File: config.mk
export PLATFORM = sky130hd
export DESIGN_NAME = pipeline_hazard_ctrl
export DESIGN_NICKNAME = d
export VERILOG_FILES = /design/src/rtl/pipeline_hazard_ctrl.sv
export SDC_FILE = /design/constraint.sdc
export NUM_CORES = 1
export LEC_CHECK = 0
export CELL_PAD_IN_SITES_DETAIL_PLACEMENT = 0
export CELL_PAD_IN_SITES_GLOBAL_PLACEMENT = 1
export CORE_AREA = 2 2 86 108
export DETAILED_ROUTE_END_ITERATION = 16
export DIE_AREA = 0 0 88 110
export HOLD_SLACK_MARGIN = 0.15
export MAX_ROUTING_LAYER = met4
export PLACE_DENSITY_LB_ADDON = 0.05
export SKIP_CTS_REPAIR_TIMING = 1
export SLEW_MARGIN = 20
export SYNTH_ARGS = -nofsm -noshare
export SYNTH_HDL_FRONTEND = slang
export SYNTH_SLANG_ARGS = --single-unit
File: constraint.sdc
create_clock -name clk -period 2.7 [get_ports clk]
set_input_delay 0.54 -clock clk [delete_from_list [all_inputs] [get_ports clk]]
set_output_delay 0.54 -clock clk [all_outputs]
set_load 0.005 [all_outputs]
File: src/rtl/pipeline_hazard_ctrl.sv
// Stall/flush controller for the 5-stage pipeline: load-use, redirect and
// data-memory wait hazards, with perf counters and a memory-timeout trap.
module pipeline_hazard_ctrl #(
    parameter int WAIT_MAX = 16,
    parameter int CNT_W    = 16
) (
    input  logic             clk,
    input  logic             rst_n,
    input  logic [4:0]       i_id_rs1_sel,
    input  logic [4:0]       i_id_rs2_sel,
    input  logic             i_id_uses_rs1,
    input  logic             i_id_uses_rs2,
    input  logic [4:0]       i_ex_rd_sel,
    input  logic             i_ex_write_enable,
    input  logic             i_ex_is_load,
    input  logic             i_ex_branch_taken,
    input  logic             i_mem_req,
    input  logic             i_mem_ready,
    output logic             o_pc_en,
    output logic             o_ifid_en,
    output logic             o_ifid_flush,
    output logic             o_idex_en,
    output logic             o_idex_bubble,
    output logic             o_exmem_en,
    output logic             o_trap,
    output logic [1:0]       o_state,
    output logic [CNT_W-1:0] o_stall_cycles,
    output logic [CNT_W-1:0] o_flush_count
);

    typedef enum logic [1:0] {
        RUN      = 2'd0,
        MEM_WAIT = 2'd1,
        TRAP     = 2'd2
    } state_t;

    localparam int WW = $clog2(WAIT_MAX + 1);

    state_t           r_state;
    state_t           w_next;
    logic [WW-1:0]    r_wait;
    logic [WW-1:0]    w_wait_nxt;
    logic             r_trap;
    logic [CNT_W-1:0] r_stall;
    logic [CNT_W-1:0] r_flush;

    logic w_load_use;
    logic w_mem_stall;
    logic w_resolve;

    assign w_load_use = i_ex_is_load & i_ex_write_enable & (i_ex_rd_sel != 5'd0)
                      & ((i_id_uses_rs1 & (i_id_rs1_sel == i_ex_rd_sel))
                       | (i_id_uses_rs2 & (i_id_rs2_sel == i_ex_rd_sel)));
    assign w_mem_stall = i_mem_req & ~i_mem_ready;

    always_comb begin
        w_next        = r_state;
        w_wait_nxt    = r_wait;
        w_resolve     = 1'b0;
        o_pc_en       = 1'b0;
        o_ifid_en     = 1'b0;
        o_ifid_flush  = 1'b0;
        o_idex_en     = 1'b0;
        o_idex_bubble = 1'b0;
        o_exmem_en    = 1'b0;
        unique case (r_state)
            RUN: begin
                if (w_mem_stall) begin
                    w_next     = MEM_WAIT;
                    w_wait_nxt = WW'(1);
                end else begin
                    w_resolve = 1'b1;
                end
            end
            MEM_WAIT: begin
                if (i_mem_ready) begin
                    w_resolve  = 1'b1;
                    w_next     = RUN;
                    w_wait_nxt = '0;
                end else if (r_wait == WW'(WAIT_MAX - 1)) begin
                    w_next = TRAP;
                end else begin
                    w_wait_nxt = r_wait + WW'(1);
                end
            end
            TRAP: ;
            default: w_next = TRAP;
        endcase
        // A redirect squashes the ID instruction, so it outranks load-use
        if (w_resolve && rst_n) begin
            if (i_ex_branch_taken) begin
                o_pc_en       = 1'b1;
                o_ifid_en     = 1'b1;
                o_ifid_flush  = 1'b1;
                o_idex_en     = 1'b1;
                o_idex_bubble = 1'b1;
                o_exmem_en    = 1'b1;
            end else if (w_load_use) begin
                o_idex_en     = 1'b1;
                o_idex_bubble = 1'b1;
                o_exmem_en    = 1'b1;
            end else begin
                o_pc_en    = 1'b1;
                o_ifid_en  = 1'b1;
                o_idex_en  = 1'b1;
                o_exmem_en = 1'b1;
            end
        end
    end

    always_ff @(posedge clk or negedge rst_n) begin
        if (!rst_n) begin
            r_state <= RUN;
            r_wait  <= '0;
            r_trap  <= 1'b0;
            r_stall <= '0;
            r_flush <= '0;
        end else begin
            r_state <= w_next;
            r_wait  <= w_wait_nxt;
            if (w_next == TRAP) begin
                r_trap <= 1'b1;
            end
            if (!o_pc_en && (r_stall != '1)) begin
                r_stall <= r_stall + CNT_W'(1);
            end
            if (o_ifid_flush && (r_flush != '1)) begin
                r_flush <= r_flush + CNT_W'(1);
            end
        end
    end

    assign o_trap         = r_trap;
    assign o_state        = r_state;
    assign o_stall_cycles = r_stall;
    assign o_flush_count  = r_flush;

endmodule

==> results of run 1 <==
-- power groups by stage --
stage / clock network (mW) / logic, mW / registers, mW
floorplan: 0 / 0.268 / 0.919
global placement: 0 / 0.673 / 0.950
detailed placement: 0 / 0.669 / 0.947
CTS: 0.411 / 0.672 / 0.937
global route: 0.431 / 0.734 / 0.965
finish: 0.385 / 0.661 / 0.934
-- critical path, cell delays in order --
cell and delay (ps):
clkdlybuf4s50_1 410, xor2_1 150, nor4_2 240, a32oi_1 130, o31ai_2 250, inv_1 110, buf_6 120, clkbuf_2 100
-- cell usage after synthesis (2+ instances only) --
| library cell | number |
|---|---|
| buf_6 | 2 |
| ha_1 | 4 |
| xor2_1 | 25 |
| nand4b_1 | 2 |
| nor3b_1 | 2 |
| and4_1 | 3 |
| nand2_1 | 18 |
| and3_1 | 3 |
| nand4_1 | 8 |
| nor3_2 | 3 |
| buf_4 | 2 |
| inv_1 | 8 |
| o21ai_0 | 3 |
| nor3_1 | 5 |
| mux2_2 | 2 |
| and2_1 | 3 |
| nor2_1 | 20 |
| a21oi_1 | 3 |
| nand3_1 | 10 |
| dfrtp_1 | 40 |
| xnor2_1 | 16 |
| nor4_1 | 2 |
-- sequential cells by signal (all words and copies together), names as in the netlist --
signal	flops
o_state	2
o_stall_cycles	16
o_trap	1
r_wait	5
o_flush_count	16
-- kinds of logic (layout without fill, tap and decap cells) --
family,count (synthesis),in the layout,share of synthesized area
AND/OR/NAND/NOR,86,86,0.222
XOR/XNOR,41,41,0.170
flip-flops,40,40,0.475
AO/OA/AOI/OAI,16,16,0.0612
buffers and inverters,12,100,0.0321
adder cells (fa/ha/maj),4,4,0.0238
multiplexers,3,3,0.0154
-- metal layers --
layer  routed length (um)  share of wire  vias to the layer above  GRT usage
li1                     -              -                      865          -
met1                 2420           0.44                      835      0.145
met2                 2820           0.51                       56      0.205
met4                   53         0.0096                        0     0.0363
met3                  262          0.047                        4     0.0223
met5                    0              0                        -          -
-- cell type report --
| type | instances | share of cell area |
|---|---|---|
| sequential | 40 | 0.319 |
| multi-input combinational | 150 | 0.335 |
| clock inverter | 1 | 0.00159 |
| tap | 120 | 0.0478 |
| clock buffer | 6 | 0.0231 |
| inverter | 8 | 0.00957 |
| timing repair buffer | 85 | 0.264 |
-- worst paths after layout --
check,from,endpoint,slack [ps],cells past startpoint
min reg2reg,o_trap$_DFFE_PN0N_,o_trap$_DFFE_PN0N_,480,1
max reg2reg,r_wait[0]$_DFFE_PN0P_,r_wait[3]$_DFFE_PN0P_,500,9
min in group clk,o_trap$_DFFE_PN0N_,o_trap$_DFFE_PN0N_,480,1
max in group asynchronous,rst_n,r_wait[0]$_DFFE_PN0P_,1880,2
min,rst_n,o_stall_cycles[6]$_DFFE_PN0P_,380,2
max,i_id_rs2_sel[4],o_pc_en,110,8
-- metrics by stage --
stage / cells / setup slack, ps / setup TNS, ps / area, um2 / hold WS, ps
floorplan: 202 / 456 / 0 / 2110 / 244
global placement: 399 / -387 / -1120 / 2980 / 374
detailed placement: 399 / -409 / -1230 / 2980 / 372
CTS: 406 / -439 / -1290 / 3060 / 59.4
global route: 410 / 15.7 / 0 / 3140 / 441
finish: 410 / 106 / 0 / 3140 / 381
==> results by group, run 1 <==
Logic synthesis
  – Yosys cell types: 40
  – Syn nets: 230
  – Area share of the largest cell type after synthesis: 0.475
  – Post-synth EDFFs: 0
  – Synth Flop Type: dfrtp_1
  – Yosys warning total: 0
  – Yosys top cell by area: dfrtp_1
  – Synth top area cells: dfrtp_1, xor2_1, xnor2_1
  – FF+latch count, synth: 40
  – Register area share after synthesis: 0.475
  – Async S/R FF share, synth: 1.00
  – Post-Synthesis Cells: 202
  – Mapped Area: approximately 2100 um2
  – Syn avg cell area: roughly 10 um2

Clock tree
  – Clk_lat worst skew: 290 ps
  – TritonCTS Buffers: 5
  – Htree depth: 2
  – CTS root buffer: clkbuf_8
  – Clk slew on worst S/H paths: 80 ps
  – Max clock buf depth: 2
  – CTS Sinks: 40
  – CTS tree: yes

Power and ir drop
  – Post-layout power: 1.98 mW
  – Power per cell area: 631 nW/um2
  – Sw frac: 0.325
  – P_leak: 1.44 nW
  – Power Internal: about 1.3 mW
  – Switch Pwr: roughly 0.64 mW
  – Clock network power share: 0.195
  – Logic pwr share: 0.334
  – Sequential fraction of design power: 0.472
  – VDD IR max: 283 uV

Layout
  – Fill cell count: 903
  – Area Overhead vs Synth: 48.9%
  – Fraction of layout cells with a size suffix above 1: 0.148
  – Most common cell after layout, fill and taps aside: clkdlybuf4s50_1
  – Most frequent cells in the layout: clkdlybuf4s50_1, dfrtp_1, xor2_1
  – Final Util: 0.365
  – Footprint of the multi-input gates: between 1000 and 1500 um2
  – ANT cells: 0
  – Final net count: 318
  – FF+latch area: about 1000 um2

Floorplanning
  – Chip Width: 88 um
  – DIE HEIGHT: 110 um
  – Num rows: 38
  – IO Pins: 65
  – Core footprint: approximately 8600 um2
  – Total Die Area: 9680 um2
  – Starting Density: 0.245

STA
  – Fmax: 386 MHz
  – Worst Skew: about 9.1 ps
  – Final worst-path cycle share: 0.961
  – Post-layout minimum cycle time: 2590 ps
  – Max-slew violation count: 0
  – RSZ-0062 raised after global routing: no
  – Final setup violation count: 0
  – Worst-margin pin slew: 511 ps
  – Relative slew margins: 0.659
  – Final-report hold violation count: 0

Critical path
  – Crit Path Category: input port to primary output
  – CP Capture Type: primary output
  – Startpoint types: input port
  – Critical Path RT: 2160 ps
  – Crit path arrival time: 2050 ps
  – Crit-path max FO: 2

Routing
  – Routed length per instance: 13.5 um
  – DR vias/cell: 4.29
  – Routed WL: 5550 um
  – DRT antenna net count: 0
  – Initial DRT Pass Iterations: 4
  – Via Count: 1760
  – DR iter-0 viols: 63
  – Drt drc: 0

Global route
  – Total Routing Usage GR: 0.121
  – Grt total ovfl: 0
  – Initial antenna violation count: 0
  – First-pass GRT wire length: 8820 um
  – Vias in the first global route: 1743
  – Pin count of the biggest net entering global routing: 39

Outcome
  – Status: finished, final reports clean

Placed design
  – Detail Placement HPWL: 4160 um
  – Port bufs: 64
  – RD Place Congestion: 0.729

Worst hold path
  – Hold Path Class: input port to async pin

Job
  – MaxCap Viol Count: 0
Power figures use the tool's default switching activity.
==> run 2, diff against run 1 <==
--- a/constraint.sdc
+++ b/constraint.sdc
@@ -3,2 +3,2 @@
 set_output_delay 0.54 -clock clk [all_outputs]
-set_load 0.005 [all_outputs]
+set_load 0.01 [all_outputs]
==> run 2 against run 1 <==
  * Final cell count decreased by 0.24%
  * Clock power rose by 41%
  * Global-route usage rose by 0.17 points
  * Clock-buffer cell count up 1
  * Core utilization is essentially flat
  * Final area about the same
  * Register-to-register slack got worse by 40 ps
  * Critical path type unchanged
  * Sequential power is essentially flat
  * Worst hold slack worse by 4.7 ps
==> results by group, run 2 (synthesis results as in run 1) <==
Routing
  – Initial DRT Pass Iterations: 4 (unchanged)
  – DRT antenna net count: 0 (unchanged)
  – DR vias/cell: 4.27 (-0.44%)
  – Routed WL: 5660 um (+2.0%)
  – DR iter-0 viols: 69 (+9.5%)
  – Routed length per instance: 13.8 um (+2.2%)
  – Drt drc: 0 (unchanged)
  – Via Count: 1748 (-0.68%)

Global route
  – Total Routing Usage GR: 0.122 (+0.00172)
  – Pin count of the biggest net entering global routing: 39 (unchanged)
  – First-pass GRT wire length: 8830 um (+0.16%)
  – Initial antenna violation count: 0 (unchanged)
  – Grt total ovfl: 0 (unchanged)
  – Vias in the first global route: 1767 (+1.4%)

Floorplanning
  – Total Die Area: 9680 um2 (unchanged)
  – DIE HEIGHT: 110 um (unchanged)
  – Core footprint: 8610 um2 (unchanged)
  – Starting Density: 0.245 (unchanged)
  – IO Pins: 65 (unchanged)
  – Chip Width: 88 um (unchanged)
  – Num rows: 38 (unchanged)

STA
  – Fmax: 382 MHz (-0.95%)
  – Post-layout minimum cycle time: 2620 ps (+24.9 ps)
  – Relative slew margins: 0.653 (-0.00646)
  – Final worst-path setup slack: 81.6 ps (-24.9 ps)
  – Final worst-path cycle share: 0.970 (+0.00922)
  – Max-slew violation count: 0 (unchanged)
  – Worst Skew: 12.9 ps (+3.70 ps)
  – Final setup violation count: 0 (unchanged)
  – Worst-margin pin slew: 521 ps (+9.68 ps)
  – Final-report hold violation count: 0 (unchanged)

Critical path
  – Worst Path Buf+Inv: 3 (-1)
  – Worst r2r path cells: 9 (unchanged)
  – Top delay family on crit path: buffers and inverters
  – Critical Path RT: 2160 ps (about the same)
  – Largest stage delay, worst path: 420 ps (about the same)
  – Startpoint types: input port
  – Crit-path max FO: 2 (unchanged)
  – Crit Path Category: input port to primary output
  – RR Startpoint: r_wait[0]$_DFFE_PN0P_
  – Setup slack on the worst flop-to-flop path: 460 ps (-40 ps)
  – CP Capture Type: primary output
  – Crit path arrival time: 2080 ps (+30 ps)
  – CP cell instances: clkdlybuf4s50_1, xor2_1, nor4_1, a32oi_1, buf_4, nor2_1, o21a_1, clkbuf_2
  – Reg2reg end: r_wait[3]$_DFFE_PN0P_
  – Max stage delay cell, worst path: clkdlybuf4s50_1

Layout
  – Most frequent cells in the layout: clkdlybuf4s50_1, dfrtp_1, xor2_1
  – Fraction of layout cells with a size suffix above 1: 0.152 (+0.00397)
  – Final Util: 0.364 (about the same)
  – Area Overhead vs Synth: 48.8% (about the same)
  – Final net count: 316 (-0.63%)
  – Non-Filler Cell Area, Final: 3140 um2 (about the same)
  – ANT cells: 0 (unchanged)
  – Most common cell after layout, fill and taps aside: clkdlybuf4s50_1

Clock tree
  – Max clock buf depth: 2 (unchanged)
  – CTS tree: yes
  – TritonCTS Buffers: 5 (unchanged)
  – CTS Sinks: 40 (unchanged)
  – CTS root buffer: clkbuf_8
  – Clk_lat worst skew: 290 ps (about the same)
  – Clk slew on worst S/H paths: 80 ps (about the same)
  – Htree depth: 2 (unchanged)

Power and ir drop
  – Logic pwr share: 0.327 (-0.007)
  – Sw frac: 0.321 (-0.00323)
  – Power per cell area: 700 nW/um2 (+11%)
  – VDD IR max: 299 uV (+5.5%)
  – P_leak: 1.37 nW (-4.7%)
  – Sequential fraction of design power: 0.426 (-0.046)
  – Clock network power share: 0.247 (+0.052)
  – Power Internal: 1.49 mW (+11%)
  – Switch Pwr: 0.705 mW (+9.7%)

Worst hold path
  – Hold Path Class: input port to async pin

Placed design
  – RD Place Congestion: 0.733 (+0.55%)
  – Detail Placement HPWL: 4250 um (+2.1%)
  – Placed instance area: 2980 um2 (unchanged)
  – Pre-CTS setup slack: -400 ps (+9.31 ps)
  – Port bufs: 64 (unchanged)

Job
  – MaxCap Viol Count: 0 (unchanged)

Outcome
  – Status: finished, final reports clean
[run 2: changes by cell type in the layout (fill, tap and decap cells not counted), moves of 2 or more]
cell             delta
clkbuf_8            +2
clkbuf_2            +2
clkdlybuf4s50_1     +6
dlymetal6s2s_1      -8
[run 2: per-stage QoR]
step / power (mW) / TNS (ps) / cells / hold slack [ps]
floorplan: 1.24 / 0 / 202 / 244
finish: 2.19 / 0 / 409 / 376
global placement: 1.68 / -1220 / 399 / 375
global route: 2.35 / -6.40 / 409 / 428
CTS: 2.24 / -1200 / 407 / 60.2
detailed placement: 1.67 / -1180 / 399 / 373
[run 2: power by group through the flow]
| stage | Combinational [mW] | Clock (mW) | Sequential [mW] |
|---|---|---|---|
| 2_1_floorplan | 0.270 | 0 | 0.970 |
| 3_3_place_gp | 0.728 | 0 | 0.950 |
| 3_5_place_dp | 0.727 | 0 | 0.947 |
| 4_1_cts | 0.731 | 0.571 | 0.937 |
| 5_1_grt | 0.793 | 0.594 | 0.965 |
| 6_report | 0.718 | 0.542 | 0.933 |
[run 2: worst max path at each step]
| stage | start | to | slack, ps | cells past startpoint |
|---|---|---|---|---|
| floorplan | i_ex_rd_sel[3] | o_pc_en | 410 | 6 |
| finish | i_id_rs1_sel[1] | o_idex_bubble | 80 | 8 |
| CTS | i_ex_rd_sel[1] | o_idex_bubble | -410 | 8 |
| global route | i_id_rs1_sel[1] | o_ifid_en | -5 | 7 |
| global placement | i_ex_rd_sel[2] | o_idex_bubble | -410 | 8 |
| detailed placement | i_ex_rd_sel[1] | o_ifid_en | -400 | 6 |
[run 2: metal layers]
| metal | vias to the layer above | GRT usage | wire (um) |
|---|---|---|---|
| met5 | - | - | 0 |
| met4 | 0 | 0.0330 | 48 |
| met3 | 4 | 0.0246 | 272 |
| met2 | 51 | 0.210 | 2900 |
| met1 | 831 | 0.146 | 2440 |
| li1 | 862 | - | - |
[run 2: area by class of cell]
| class | instances | area, um2 |
|---|---|---|
| Sequential cell | 40 | 1000 |
| Clock buffer | 7 | 96.3 |
| Multi-Input combinational cell | 150 | 1050 |
| Tap cell | 120 | 150 |
| Clock inverter | 1 | 30.0 |
| Inverter | 8 | 30.0 |
| Timing Repair Buffer | 83 | 778 |
| Fill cell | 869 | 5470 |
[run 2: worst register-to-register path, stage by stage, from the launching register on]
cell and delay (ps):
dfrtp_1 420, ha_1 240, and3_1 200, ha_1 210, inv_1 110, o21ai_0 100, a21oi_1 470, nand4_1 180
xor2_1 170, nor2_1 100
